## src/rtl/osc_pkg.sv

```systemverilog
// osc_pkg: FSM state encoding and constants shared by the programmable oscillator.
package osc_pkg;
  typedef enum logic [1:0] {IDLE, PHASE, HIGH, LOW} state_e;
  localparam int MIN_PERIOD = 2;
endpackage

```

## src/rtl/osc.sv

```systemverilog
// osc: programmable clock generator with start-up phase offset and glitch-free stop.
module osc
  import osc_pkg::*;
#(
  parameter int WIDTH = 32
) (
  input  logic             ref_clk,
  input  logic             rst,
  input  logic             enable,
  input  logic [WIDTH-1:0] period,
  input  logic [WIDTH-1:0] phase_offset,
  output logic             clk,
  output logic             rise,
  output logic             fall
);
  state_e           state_q;
  logic [WIDTH-1:0] cnt_q, p_q, p_eff, h_m1, l_m1;
  logic             clk_q, rise_q, fall_q;
  assign p_eff = (period < WIDTH'(MIN_PERIOD)) ? WIDTH'(MIN_PERIOD) : period;
  assign h_m1  = (p_eff >> 1) - WIDTH'(1);
  // Low time uses the period latched on entry to HIGH, so mid-cycle changes wait a cycle.
  assign l_m1  = p_q - (p_q >> 1) - WIDTH'(1);
  always_ff @(posedge ref_clk) begin
    if (rst) begin
      state_q <= IDLE;
      cnt_q   <= '0;
      p_q     <= WIDTH'(MIN_PERIOD);
      clk_q   <= 1'b0;
      rise_q  <= 1'b0;
      fall_q  <= 1'b0;
    end else begin
      rise_q <= 1'b0;
      fall_q <= 1'b0;
      case (state_q)
        IDLE: if (enable) begin
          state_q <= PHASE;
          cnt_q   <= phase_offset;
        end
        PHASE, LOW: if (!enable) begin
          state_q <= IDLE;
          cnt_q   <= '0;
          clk_q   <= 1'b0;
        end else if (cnt_q == '0) begin
          state_q <= HIGH;
          p_q     <= p_eff;
          cnt_q   <= h_m1;
          clk_q   <= 1'b1;
          rise_q  <= 1'b1;
        end else begin
          cnt_q <= cnt_q - WIDTH'(1);
        end
        HIGH: if (cnt_q == '0) begin
          state_q <= enable ? LOW : IDLE;
          cnt_q   <= enable ? l_m1 : '0;
          clk_q   <= 1'b0;
          fall_q  <= 1'b1;
        end else begin
          cnt_q <= cnt_q - WIDTH'(1);
        end
        default: state_q <= IDLE;
      endcase
    end
  end
  assign clk  = clk_q;
  assign rise = rise_q;
  assign fall = fall_q;
endmodule

```

## config.mk

```make
export PLATFORM = sky130hd
export DESIGN_NAME = osc
export DESIGN_NICKNAME = d
export VERILOG_FILES = /design/src/rtl/osc_pkg.sv /design/src/rtl/osc.sv
export SDC_FILE = /design/constraint.sdc
export NUM_CORES = 1
export LEC_CHECK = 0
export BUFFER_PORTS_ARGS = -buffer_cell sky130_fd_sc_hd__buf_2
export CORE_ASPECT_RATIO = 1.2
export CORE_MARGIN = 4
export CORE_UTILIZATION = 55
export DETAILED_ROUTE_END_ITERATION = 8
export PLACE_DENSITY = 0.87
export SYNTH_ARGS = -nofsm -noshare
export SYNTH_HDL_FRONTEND = slang
export SYNTH_SLANG_ARGS = --single-unit
```

## constraint.sdc

```tcl
create_clock -name ref_clk -period 2.98 [get_ports ref_clk]
set_input_delay 0.298 -clock ref_clk [delete_from_list [all_inputs] [get_ports ref_clk]]
set_output_delay 0.298 -clock ref_clk [all_outputs]
set_load 0.03 [all_outputs]
```

Yosys cells after proc, flatten, opt, wreduce, memory -nomap -nowiden

Index checks and enable logic that the tools add are counted.

Bits of input ports: 67
Output and inout port bits: 3
Register bits: 69

Eq/ne operators: 6
Reduce and logical (&&, ||, !) cells: 9
Muxes and demuxes: 18
Bitwise gates (word level): 3
Magnitude comparators: 1
Add/sub/neg operators: 4

Operator list:

| cell                    | number |
|---|---|
| $mux W32                | 6 |
| $pmux W32 S3            | 1 |
| $sub A32 B1 Y32 const B | 2 |
| $logic_not A32 Y1       | 1 |
| $lt A32 B2 Y1 const B   | 1 |
| $sub A31 B1 Y32 const B | 1 |
| $sub A32 B31 Y32        | 1 |
| $mux W2                 | 5 |
| $reduce_and A3 Y1       | 3 |
| $pmux W2 S3             | 1 |
| $eq A2 B2 Y1 const B    | 2 |
| $mux W1                 | 4 |
| $ne A2 B2 Y1 const B    | 2 |
| $reduce_or A2 Y1        | 2 |
| $ne A3 B3 Y1 const B    | 1 |
| $not A1 Y1              | 3 |
| $reduce_or A3 Y1        | 1 |
| $eq A2 B1 Y1 const B    | 1 |
| $logic_not A2 Y1        | 1 |
| $pmux W1 S2             | 1 |
| $reduce_bool A2 Y1      | 1 |

Depth between registers and ports, before layout

Gate-level depths: netlist (run 1).

Word-level depth: 6
Mapped depth: 14

Least setup slack after synthesis (run 1)

Ideal clock, no wire load.

Path kind: input port to flip-flop
Start point: input port period[17]
End point: register cnt_q[26]
Path buffers: 1
Data required time: 2.853 ns
Slack: -0.214 ns
Cell stages on the path: 14
Arrival: 3.067 ns
Setup time: 0.127 ns
Cells stage by stage: or3_1 -> nor4b_2 -> nand4_1 -> nor2b_1 -> ha_1 -> nor4b_1 -> and3_1 -> clkbuf_1 -> nand3_1 -> nor4_1 -> xor2_1 -> nand2_1 -> a21oi_1 -> or3b_1

Longest elaborated chain between the ends: 6

RTL lines:

| what                 | RTL line  | RTL |
|---|---|---|
| start, declared      | osc.sv:10 | `input logic [WIDTH-1:0] period,` |
| $lt A32 B2 Y1        | osc.sv:19 | `assign p_eff = (period < WIDTH'(MIN_PERIOD)) ? WIDTH'(MIN_PERIOD) : period;` |
| $mux W32 *           | osc.sv:19 |  |
| $sub A31 B1 Y32 *    | osc.sv:20 | `assign h_m1 = (p_eff >> 1) - WIDTH'(1);` |
| $mux W32 *           | osc.sv:43 | `end else if (cnt_q == '0) begin` |
| $mux W32 *           | osc.sv:39 | `PHASE, LOW: if (!enable) begin` |
| $pmux W32 S3 *       | osc.sv:34 | `case (state_q)` |
| end signal, assigned | osc.sv:37 | `cnt_q <= phase_offset;` |
| end signal, assigned | osc.sv:46 | `cnt_q <= h_m1;` |
| end signal, assigned | osc.sv:50 | `cnt_q <= cnt_q - WIDTH'(1);` |
| end, declared        | osc.sv:17 | `logic [WIDTH-1:0] cnt_q, p_q, p_eff, h_m1, l_m1;` |

Every way passes the cells marked *; elsewhere a longest branch is shown, timed or not.
A chain may end at the register's enable or synchronous reset.

Final worst setup path (run 1)

Start point: register cnt_q[8]
End point: register cnt_q[26]

Longest elaborated chain between the ends: 4

RTL lines:

| what                                                        | RTL line |
|---|---|
| $sub A32 B1 Y32 / $logic_not A32 Y1 (equally long branches) | - |
| $mux W32                                                    | osc.sv:43 |
| $mux W32                                                    | osc.sv:39 |
| $pmux W32 S3 *                                              | osc.sv:34 |

Marked as above.

==> results.py, run 1 <==
metrics = {
    "synthesis": {
        "synth.top_cell.area_share_pct": 21.98,
        "synth_seq_cells": 69,
        "synth_nets": 992,
        "syn_area_mm2": 0.006285,
        "synth.mux.area_fraction_pct": 2.449,
        "synthCells": 890,
        "synthTopCellsByArea": "dfxtp_1 (22%), nand2_1 (7.4%), ha_1 (6.8%), a21oi_1 (6.5%), o21ai_0 (4.5%)",
        "synth_area_per_cell_um2": 7.062,
        "yosysUniqueCellTypes": 69,
        "synth_top_family_by_area": "compound AO/OA/AOI/OAI gates",
        "synth_compound_area_share_pct": 27.87,
        "synthMostInstantiatedCell": "nand2_1",
        "yosysSeqAreaShare_pct": 21.98,
        "synth.top_cells.by_count": "nand2_1 (124), a21oi_1 (82), dfxtp_1 (69)",
        "yosys_most_used_dff": "dfxtp_1",
        "async_flop_share_pct": 0,
        "synth-simple-area-share_pct": 26.92,
        "synth_fa_ha_area_share_pct": 7.087,
        "synth_edf_count": 0,
        "yosysTopAreaCell": "dfxtp_1",
        "synth_xor_area_share_pct": 7.665,
        "ys_warn_count": 0,
    },
    "placement": {
        "gp_congestion": 1.001,
        "dp_hpwl_um": 16810,
        "portBuffers": 69,
        "dp_slack_ns": 0.03605,
        "postPlaceCellArea_mm2": 0.007167,
        "dp_cells": 1128,
    },
    "sta": {
        "setup_ws_ns": 0.1177,
        "skew_ns": 0.008508,
        "tightestPinTransition_ns": 0.6779,
        "timing.fmax_mhz": 349.4,
        "hold_viol": 0,
        "post-route-min-period_ns": 2.862,
        "period_share_pct": 96.05,
        "slew_headroom_pct": 54.70,
        "slew_viol_final": 0,
        "setup_viol": 0,
    },
    "critical_path": {
        "startpoint_type": "flip-flop",
        "critPathSlowestCell": "or3b_1",
        "cp.depth": 8,
        "cp.buffers_inverters": 0,
        "critPathMaxFanout": 6,
        "r2r_cells": 8,
        "cp.required_ns": 3.21,
        "end_kind": "flip-flop",
        "crit_chain": "or3_1, or3b_1, or3_1, nand2_4, o41ai_1, a211oi_1, a21oi_1, or3b_1",
        "path_delay_family": "simple AND/OR/NAND/NOR gates",
        "worst-setup-path-type": "flip-flop to flip-flop",
        "worstPathArrival_ns": 3.09,
        "critPathMaxStageDelay_ns": 0.46,
    },
    "route": {
        "vias": 7493,
        "routed_via_density": 6.550,
        "dr.pass1.iters": 6,
        "ant_nets": 0,
        "drtIter0Drc": 840,
        "wl_per_cell_um": 19.56,
        "drc": 0,
        "routed_wl_um": 22380,
    },
    "cells_and_area": {
        "areaGrowthSynthToFinish_pct": 19.13,
        "finish.instance_area_mm2": 0.007487,
        "finish.net_count": 1087,
        "drive_gt1_share_pct": 18.59,
        "fin_cells": 1144,
        "antenna_cells": 0,
    },
    "clocking": {
        "postCtsHoldBufs": 0,
        "cts_tree": "yes",
        "clkSinkCount": 69,
        "clockRootBuffer": "clkbuf_16",
        "cts_htree_levels": 3,
        "insertion_delay_ns": 0.35,
        "numCtsBuffers": 9,
        "clkTransAtPathRegs_ns": 0.06,
        "clk_path_buf_depth": 2,
    },
    "die": {
        "start_util_pct": 56.68,
        "row_count": 42,
        "die_w_um": 105.6,
        "ios": 70,
        "core_mm2": 0.01109,
        "die_h_um": 125.1,
        "dieArea_mm2": 0.01321,
    },
    "pwr": {
        "seqPwrFrac_pct": 39.3,
        "pwr-share-clk_pct": 40.3,
        "max-vdd-ir-drop_v": 0.0002698,
        "internal-power_w": 0.001730,
        "power_density_mw_per_mm2": 335.6,
        "p_sw_share_pct": 31.15,
        "power_switching_w": 0.0007827,
        "p_comb_share_pct": 20.4,
        "p_leak_nw": 3.124,
    },
    "global_route": {
        "grt_pass1_wl_um": 35260,
        "grt-ovfl-total": 0,
        "grt_pass1_vias": 6880,
        "grt_max_degree": 34,
        "antenna_found_initial": 0,
        "grt_usage_pct": 32.88,
    },
    "worst_hold_path": {
        "hp-class": "input port to flip-flop",
        "min_path_cells": 3,
    },
    "flow_run": {
        "max_cap_viol_count": 0,
    },
    "status": {
        "outcome": "finished clean",
    },
}
logic make-up after synthesis:
family | count (synthesis)
muxes | 15
DFF | 69
and+or+nand+nor | 347
AOI/OAI and AO/OA | 273
buffers and inverters | 96
xor gates and xnor gates | 55
adders and majority gates | 35
through the flow:
stage / setup TNS, ns / util, % / total power [W] / hold WS, ns
floorplan: 0 / - / 0.001294 / 0.4340
global placement: 0 / 64.64 / 0.001491 / 0.4500
detailed placement: 0 / 64.64 / 0.001499 / 0.4616
CTS: 0 / 67.06 / 0.002494 / 0.2073
global route: -0.03041 / 67.52 / 0.002588 / 0.2547
finish: 0 / 67.52 / 0.002512 / 0.2112
sequential cells by signal, indices dropped and copies added, names as in the netlist:
name     count
state_q      2
rise         1
p_q         32
fall         1
cnt_q       32
clk          1
placed cells by master, fill, tap and decap left out, types with 4 or more instances in the layout:
| cell | instances |
|---|---|
| a211o_1 | 5 |
| a211oi_1 | 11 |
| a21boi_0 | 5 |
| a21o_1 | 20 |
| a21oi_1 | 79 |
| a221oi_1 | 10 |
| a31oi_1 | 13 |
| and3_1 | 9 |
| buf_2 | 69 |
| buf_4 | 68 |
| clkbuf_16 | 9 |
| dfxtp_1 | 69 |
| ha_1 | 31 |
| inv_1 | 42 |
| mux2i_1 | 12 |
| nand2_1 | 124 |
| nand2b_1 | 7 |
| nand3_1 | 15 |
| nand3b_1 | 4 |
| nand4_1 | 15 |
| nor2_1 | 66 |
| nor2b_1 | 7 |
| nor3_1 | 36 |
| nor3b_1 | 5 |
| nor4_1 | 14 |
| o211ai_1 | 6 |
| o21a_1 | 10 |
| o21ai_0 | 56 |
| o221ai_1 | 6 |
| o22ai_1 | 12 |
| o32ai_1 | 4 |
| or3_1 | 13 |
| or4_1 | 5 |
| xnor2_1 | 31 |
| xor2_1 | 24 |
cell type report:
cell class              instances  area (um^2)
clock buffers                  10        229.0
clock inverters                 6        40.04
fillers                       968         3601
inverters                      43        161.4
multi-input cells             725         4627
flip-flops and latches         69         1381
well taps                     154        192.7
repair buffers                137        855.8
worst paths after layout:
kind	startpoint	end	slack, ns
min reg2reg	p_q[0]$_SDFFE_PP0P_	p_q[0]$_SDFFE_PP0P_	0.47
max	cnt_q[8]$_SDFFE_PP0P_	cnt_q[26]$_SDFFE_PP0P_	0.12
max reg2reg	cnt_q[8]$_SDFFE_PP0P_	cnt_q[26]$_SDFFE_PP0P_	0.12
min	period[2]	p_q[2]$_SDFFE_PP0P_	0.21
routing by layer:
| metal | vias up | share of wire [%] | global-route usage, % |
|---|---|---|---|
| met3 | 120 | 10 | 3.918 |
| met2 | 508 | 45 | 52.55 |
| met5 | - | 0 | 0 |
| met1 | 3421 | 39 | 43.25 |
| met4 | 0 | 5.8 | 17.68 |
| li1 | 3444 | - | - |
power groups by stage:
stage	clock network [W]	logic (W)	registers, W
6_report	0.00101	0.000512	0.000988
3_3_place_gp	0	0.000485	0.00101
3_5_place_dp	0	0.000491	0.00101
2_1_floorplan	0	0.000297	0.000997
4_1_cts	0.00101	0.000495	0.000987
5_1_grt	0.00105	0.000551	0.000992
timing repair:
item	4_1_cts	5_1_grt
resized for setup	0	14
buffers inserted	0	0
setup endpoints to repair	0	8
worst min-delay path: stages:
cell	delay, ns
buf_2	0.11
nand2_1	0.05
a21oi_1	0.05
No activity file was read; power rests on OpenSTA's default activity.
==> run 2, diff against run 1 <==
Settings changed: ABC_AREA from default to 1, CORE_UTILIZATION 55 to 56.
==> run 2 against run 1 <==
Net effect:
- clock power rose by 23%
- via count up 18%
- global-route usage increased by 2.3 points
- critical endpoint is now cnt_q[22]$_SDFFE_PP0P_
- highest routed layer unchanged
==> results.py, run 2 <==
metrics = {
    "route": {
        "vias": 8854,
        "ant_nets": 0,
        "drc": 0,
        "drtIter0Drc": 981,
        "routed_via_density": 5.875,
        "routed_wl_um": 26700,
        "wl_per_cell_um": 17.71,
        "dr.pass1.iters": 6,
    },
    "sta": {
        "setup_viol": 0,
        "timing.fmax_mhz": 385.0,
        "skew_ns": 0.007168,
        "rsz0062_at_grt": "no",
        "fin_tns_setup_ns": 0,
        "hold_viol": 0,
        "post-route-min-period_ns": 2.597,
        "period_share_pct": 87.16,
        "tightestPinTransition_ns": 1.087,
        "slew_viol_final": 0,
        "slew_headroom_pct": 27.43,
    },
    "synthesis": {
        "synth.top_cells.by_count": "nand2_1 (316), inv_1 (173), nor2_1 (143)",
        "async_flop_share_pct": 0,
        "synthTopCellsByArea": "dfxtp_1 (19%), nand2_1 (16%), inv_1 (8.9%), a21oi_1 (8.1%), o21ai_0 (7.4%)",
        "yosysTopAreaCell": "dfxtp_1",
        "synthMostInstantiatedCell": "nand2_1",
        "syn_area_mm2": 0.007310,
        "synth_edf_count": 0,
        "synthCells": 1270,
        "synth.top_cell.area_share_pct": 18.90,
        "yosysUniqueCellTypes": 54,
        "synth_seq_cells": 69,
        "synth_area_per_cell_um2": 5.756,
        "yosysSeqAreaShare_pct": 18.90,
        "ys_warn_count": 0,
        "yosys_most_used_dff": "dfxtp_1",
        "synth_nets": 1372,
    },
    "critical_path": {
        "cp.required_ns": 3.28,
        "r2r-start": "p_q[1]$_SDFFE_PP1P_",
        "worstPathArrival_ns": 2.90,
        "end_kind": "flip-flop",
        "startpoint_type": "flip-flop",
        "critPathMaxFanout": 5,
        "r2r_cells": 17,
        "r2r-end": "cnt_q[22]$_SDFFE_PP0P_",
        "worst-setup-path-type": "flip-flop to flip-flop",
        "r2r_setup_slack_ns": 0.38,
    },
    "clocking": {
        "cts_tree": "yes",
        "cts_htree_levels": 3,
        "post_cts_buffers": 0,
        "postCtsHoldBufs": 0,
        "clkSinkCount": 69,
        "numCtsBuffers": 9,
        "cts_resized": 0,
        "clk_path_buf_depth": 2,
        "insertion_delay_ns": 0.35,
        "clockRootBuffer": "clkbuf_16",
        "clkTransAtPathRegs_ns": 0.06,
    },
    "global_route": {
        "grt_max_degree": 36,
        "grt-ovfl-total": 0,
        "grt_usage_pct": 35.16,
        "grt_pass1_vias": 8391,
        "antenna_found_initial": 0,
        "grt_pass1_wl_um": 41880,
    },
    "placement": {
        "portBuffers": 69,
        "gp_congestion": 1.056,
        "dp_hpwl_um": 21300,
        "postPlaceCellArea_mm2": 0.007858,
    },
    "cells_and_area": {
        "finish.instance_area_mm2": 0.008192,
        "multiInputGateArea_mm2": 0.005082,
        "top_regs": "cnt_q x32, p_q x32, state_q x2",
        "seq_area_mm2": 0.001381,
        "final_common_cell": "nand2_1",
        "final_cell_mix": "nand2_1 (316), inv_1 (173), nor2_1 (143), a21oi_1 (118), o21ai_0 (108)",
        "drive_gt1_share_pct": 12.21,
        "antenna_cells": 0,
        "finish.net_count": 1440,
        "final_util_pct": 64.38,
        "areaGrowthSynthToFinish_pct": 12.07,
        "n_fill_cell": 1302,
    },
    "pwr": {
        "p_leak_nw": 4.117,
        "max-vdd-ir-drop_v": 0.0001881,
        "power_density_mw_per_mm2": 345.7,
    },
    "status": {
        "outcome": "finished clean",
    },
    "worst_hold_path": {
        "hold_end": "p_q[0]$_SDFFE_PP0P_",
        "min_path_cells": 3,
        "hp-class": "input port to flip-flop",
        "min_from": "period[0]",
    },
    "die": {
        "start_util_pct": 57.44,
        "ios": 70,
        "core_mm2": 0.01272,
        "dieArea_mm2": 0.01495,
        "row_count": 45,
        "die_h_um": 133.2,
        "die_w_um": 112.3,
    },
    "flow_run": {
        "max_cap_viol_count": 0,
    },
}
-- run 2: area by class of cell --
type                       count  share of cell area [%]
sequential                    69                   16.86
tap                          164                   2.505
inverter                     190                   8.767
clock inverter                 5                  0.9928
clock buffer                  11                   3.085
multi-input combinational    984                   62.04
timing repair buffer          84                   5.743
-- run 2: per-layer routing --
| metal | share of wire [%] | global-route usage [%] | vias up | wire (um) |
|---|---|---|---|---|
| met3 | 8.8 | 4.907 | 144 | 2360 |
| met1 | 38 | 42.09 | 3932 | 10180 |
| met4 | 7.1 | 22.65 | 0 | 1886 |
| li1 | - | - | 4283 | - |
| met5 | 0 | 0 | - | 0 |
| met2 | 46 | 58.68 | 495 | 12270 |
-- run 2: where the power goes --
group / switching, W / internal, W
Sequential: 0.0000446 / 0.000956
Combinational: 0.000403 / 0.000190
Clock: 0.000459 / 0.000780
Total: 0.000907 / 0.00193
-- run 2: cell families (layout without fill, tap and decap cells) --
kind of cell	after synthesis	after routing	share of synthesized area, %
flip-flops	69	69	18.90
AO/OA/AOI/OAI	270	270	19.96
AND/OR/NAND/NOR	651	651	40.12
adder cells (fa/ha/maj)	35	35	6.094
XOR/XNOR	28	28	3.355
buffers and inverters	217	290	11.57
-- run 2: worst max path at each step --
| stage | from | endpoint | slack [ns] | depth (start not counted) |
|---|---|---|---|---|
| detailed placement | period[22] | cnt_q[30]$_SDFFE_PP0P_ | 0.33 | 22 |
| finish | p_q[1]$_SDFFE_PP1P_ | cnt_q[22]$_SDFFE_PP0P_ | 0.38 | 17 |
| CTS | p_q[1]$_SDFFE_PP1P_ | cnt_q[22]$_SDFFE_PP0P_ | 0.45 | 17 |
| global placement | period[20] | cnt_q[30]$_SDFFE_PP0P_ | 0.43 | 22 |
| global route | p_q[9]$_SDFFE_PP0P_ | cnt_q[31]$_SDFFE_PP0P_ | 0.17 | 16 |
| floorplan | p_q[1]$_SDFFE_PP1P_ | cnt_q[26]$_SDFFE_PP0P_ | 0.79 | 18 |
-- run 2: critical path, cell delays in order (launching register included) --
cell and delay (ns):
dfxtp_1 0.32, inv_1 0.11, ha_1 0.19, inv_1 0.05, fa_1 0.40, o21ai_1 0.24
nand2_1 0.07, nand2_1 0.13, nand3_1 0.08, nand2_1 0.18, nand2_1 0.08, nand2_1 0.12
nor2_1 0.05, o21ai_1 0.22, nand2_1 0.09, nand3_1 0.07, nand2_1 0.05, inv_1 0.08
-- run 2: stage by stage --
stage / power [W] / std cells / setup slack [ns] / hold WS (ns)
after floorplan: 0.001397 / 1270 / 0.7864 / 0.4256
after CTS: 0.002819 / 1507 / 0.4493 / 0.2019
final: 0.002832 / 1507 / 0.3826 / 0.2034
after global placement: 0.001585 / 1491 / 0.4321 / 0.4552
after global routing: 0.002925 / 1507 / 0.1667 / 0.2336
after detailed placement: 0.001593 / 1491 / 0.3326 / 0.4563
==> run 3, diff against run 2 <==
Settings changed: CORE_MARGIN 4 to default.
==> run 3 against run 2 <==
Net effect:
- die area is 9.6% lower
- combinational power is 0.7% lower
- via count is 1.0% lower
- worst hold slack better by 0.014 ns
- non-clock buffer count is 1 lower
- cell area is 1.0% lower
- sequential share of layout area is 0.17 points higher
- global-route usage is 4.0 points higher
- sequential power hardly changed
==> results.py, run 3 (synthesis results as in run 2) <==
metrics = {
    "clocking": {
        "clockRootBuffer": "clkbuf_16",
        "postCtsHoldBufs": 0,
        "insertion_delay_ns": 0.35,
        "clkTransAtPathRegs_ns": 0.06,
        "cts_htree_levels": 3,
        "numCtsBuffers": 9,
        "clk_path_buf_depth": 2,
        "cts_tree": "yes",
        "clkSinkCount": 69,
        "cts_resized": 0,
        "post_cts_buffers": 0,
    },
    "global_route": {
        "grt_pass1_wl_um": 40880,
        "grt_max_degree": 53,
        "grt_usage_pct": 39.21,
        "antenna_found_initial": 0,
        "grt-ovfl-total": 0,
        "grt_pass1_vias": 8165,
    },
    "pwr": {
        "p_comb_share_pct": 22.5,
        "pwr-share-clk_pct": 39.1,
        "power_density_mw_per_mm2": 321.9,
        "p_leak_nw": 4.084,
        "internal-power_w": 0.001728,
        "seqPwrFrac_pct": 38.4,
        "max-vdd-ir-drop_v": 0.0002063,
        "power_switching_w": 0.0008825,
        "p_sw_share_pct": 33.81,
    },
    "sta": {
        "timing.fmax_mhz": 373.2,
        "skew_ns": 0.007973,
        "slew_viol_final": 0,
        "rsz0062_at_grt": "no",
        "post-route-min-period_ns": 2.680,
        "hold_viol": 0,
        "tightestPinTransition_ns": 0.6566,
        "slew_headroom_pct": 56.07,
        "fin_tns_setup_ns": 0,
        "whs_ns": 0.2179,
        "setup_viol": 0,
        "period_share_pct": 89.93,
    },
    "worst_hold_path": {
        "hold_end": "p_q[0]$_SDFFE_PP0P_",
        "min_from": "period[0]",
        "min_path_cells": 3,
        "hp-class": "input port to flip-flop",
    },
    "critical_path": {
        "startpoint_type": "flip-flop",
        "r2r_cells": 14,
        "r2r-end": "cnt_q[20]$_SDFFE_PP0P_",
        "r2r_setup_slack_ns": 0.30,
        "critPathSlowestCell": "fa_1",
        "cp.required_ns": 3.26,
        "worstPathArrival_ns": 2.96,
        "critPathMaxStageDelay_ns": 0.40,
        "end_kind": "flip-flop",
        "r2r-start": "p_q[1]$_SDFFE_PP1P_",
        "worst-setup-path-type": "flip-flop to flip-flop",
        "crit_chain": "inv_1, ha_1, inv_1, fa_1, o21ai_1, buf_4, nand3_1, nand3b_1, nand3_1, nand3b_1, nand3_1, o211ai_1, nand2_1, a21oi_1",
        "path_common_cell": "nand3_1",
        "critPathMaxFanout": 4,
    },
    "route": {
        "wl_met1_um": 10160,
        "routed_via_density": 5.819,
        "drc": 0,
        "ant_nets": 0,
        "top_layer_used": "met4",
        "routed_wl_um": 26160,
        "drtIter0Drc": 837,
        "vias": 8763,
        "dr.pass1.iters": 5,
        "wl_met2_um": 12100,
        "wl_per_cell_um": 17.37,
        "dr_wl_met3_um": 2197,
    },
    "die": {
        "die_w_um": 106.3,
        "start_util_pct": 57.70,
        "core_mm2": 0.01267,
        "die_h_um": 127.2,
        "row_count": 45,
        "ios": 70,
        "dieArea_mm2": 0.01352,
    },
    "placement": {
        "portBuffers": 69,
        "dp_hpwl_um": 20770,
        "gp_congestion": 1.053,
    },
    "cells_and_area": {
        "drive_gt1_share_pct": 12.00,
        "finish.net_count": 1439,
        "top_regs": "cnt_q x32, p_q x32, state_q x2",
        "areaGrowthSynthToFinish_pct": 10.92,
        "final_common_cell": "nand2_1",
        "final_cell_mix": "nand2_1 (316), inv_1 (173), nor2_1 (143), a21oi_1 (118), o21ai_0 (108)",
        "antenna_cells": 0,
    },
    "flow_run": {
        "max_cap_viol_count": 0,
    },
    "status": {
        "outcome": "finished clean",
    },
}
==> run 3: per-layer routing <==
metal  global-route usage (%)  vias to the layer above
met4                    25.00                        0
li1                         -                     4287
met2                    64.86                      469
met1                    46.93                     3888
met5                        0                        -
met3                    6.582                      119
==> run 3: worst max path at each step <==
stage                   startpoint                endpoint  slack [ns]
6_report       p_q[1]$_SDFFE_PP1P_  cnt_q[20]$_SDFFE_PP0P_        0.30
5_1_grt        p_q[1]$_SDFFE_PP1P_  cnt_q[26]$_SDFFE_PP0P_        0.07
4_1_cts        p_q[1]$_SDFFE_PP1P_  cnt_q[20]$_SDFFE_PP0P_        0.41
3_5_place_dp             period[5]  cnt_q[28]$_SDFFE_PP0P_        0.31
3_3_place_gp             period[5]  cnt_q[24]$_SDFFE_PP0P_        0.34
2_1_floorplan  p_q[1]$_SDFFE_PP1P_  cnt_q[26]$_SDFFE_PP0P_        0.79
==> run 3: power by group through the flow <==
stage                     sequential [W]  combinational [W]  clock [W]
after floorplan                  0.00101           0.000390          0
after global placement           0.00102           0.000566          0
after detailed placement         0.00102           0.000569          0
after CTS                       0.000999           0.000575    0.00103
after global routing             0.00100           0.000639    0.00106
final                            0.00100           0.000588    0.00102
==> run 3: final cells by class <==
cell class | count | area, um^2
multi-input cells | 984 | 5082
flip-flops and latches | 69 | 1381
clock inverters | 4 | 23.77
well taps | 164 | 205.2
inverters | 190 | 718.2
clock buffers | 12 | 246.5
repair buffers | 83 | 450.4
fillers | 1279 | 4561
==> run 3: critical path: cells and delay by family (launching register included) <==
kind	cells	cell delay [ns]
DFF	1	0.32
AOI/OAI and AO/OA	3	0.58
and+or+nand+nor	6	0.75
adders and majority gates	2	0.59
buffers and inverters	3	0.36
==> run 3: stage by stage <==
stage	setup slack [ns]	util, %	total power, W	cell area (um^2)	std cells
after floorplan	0.7864	-	0.001397	7310	1270
after global placement	0.3356	61.87	0.001583	7838	1490
after detailed placement	0.3068	61.87	0.001587	7838	1490
after CTS	0.4115	64.00	0.002600	8108	1506
after global routing	0.07118	64.00	0.002708	8108	1506
final	0.3002	64.00	0.002610	8108	1506
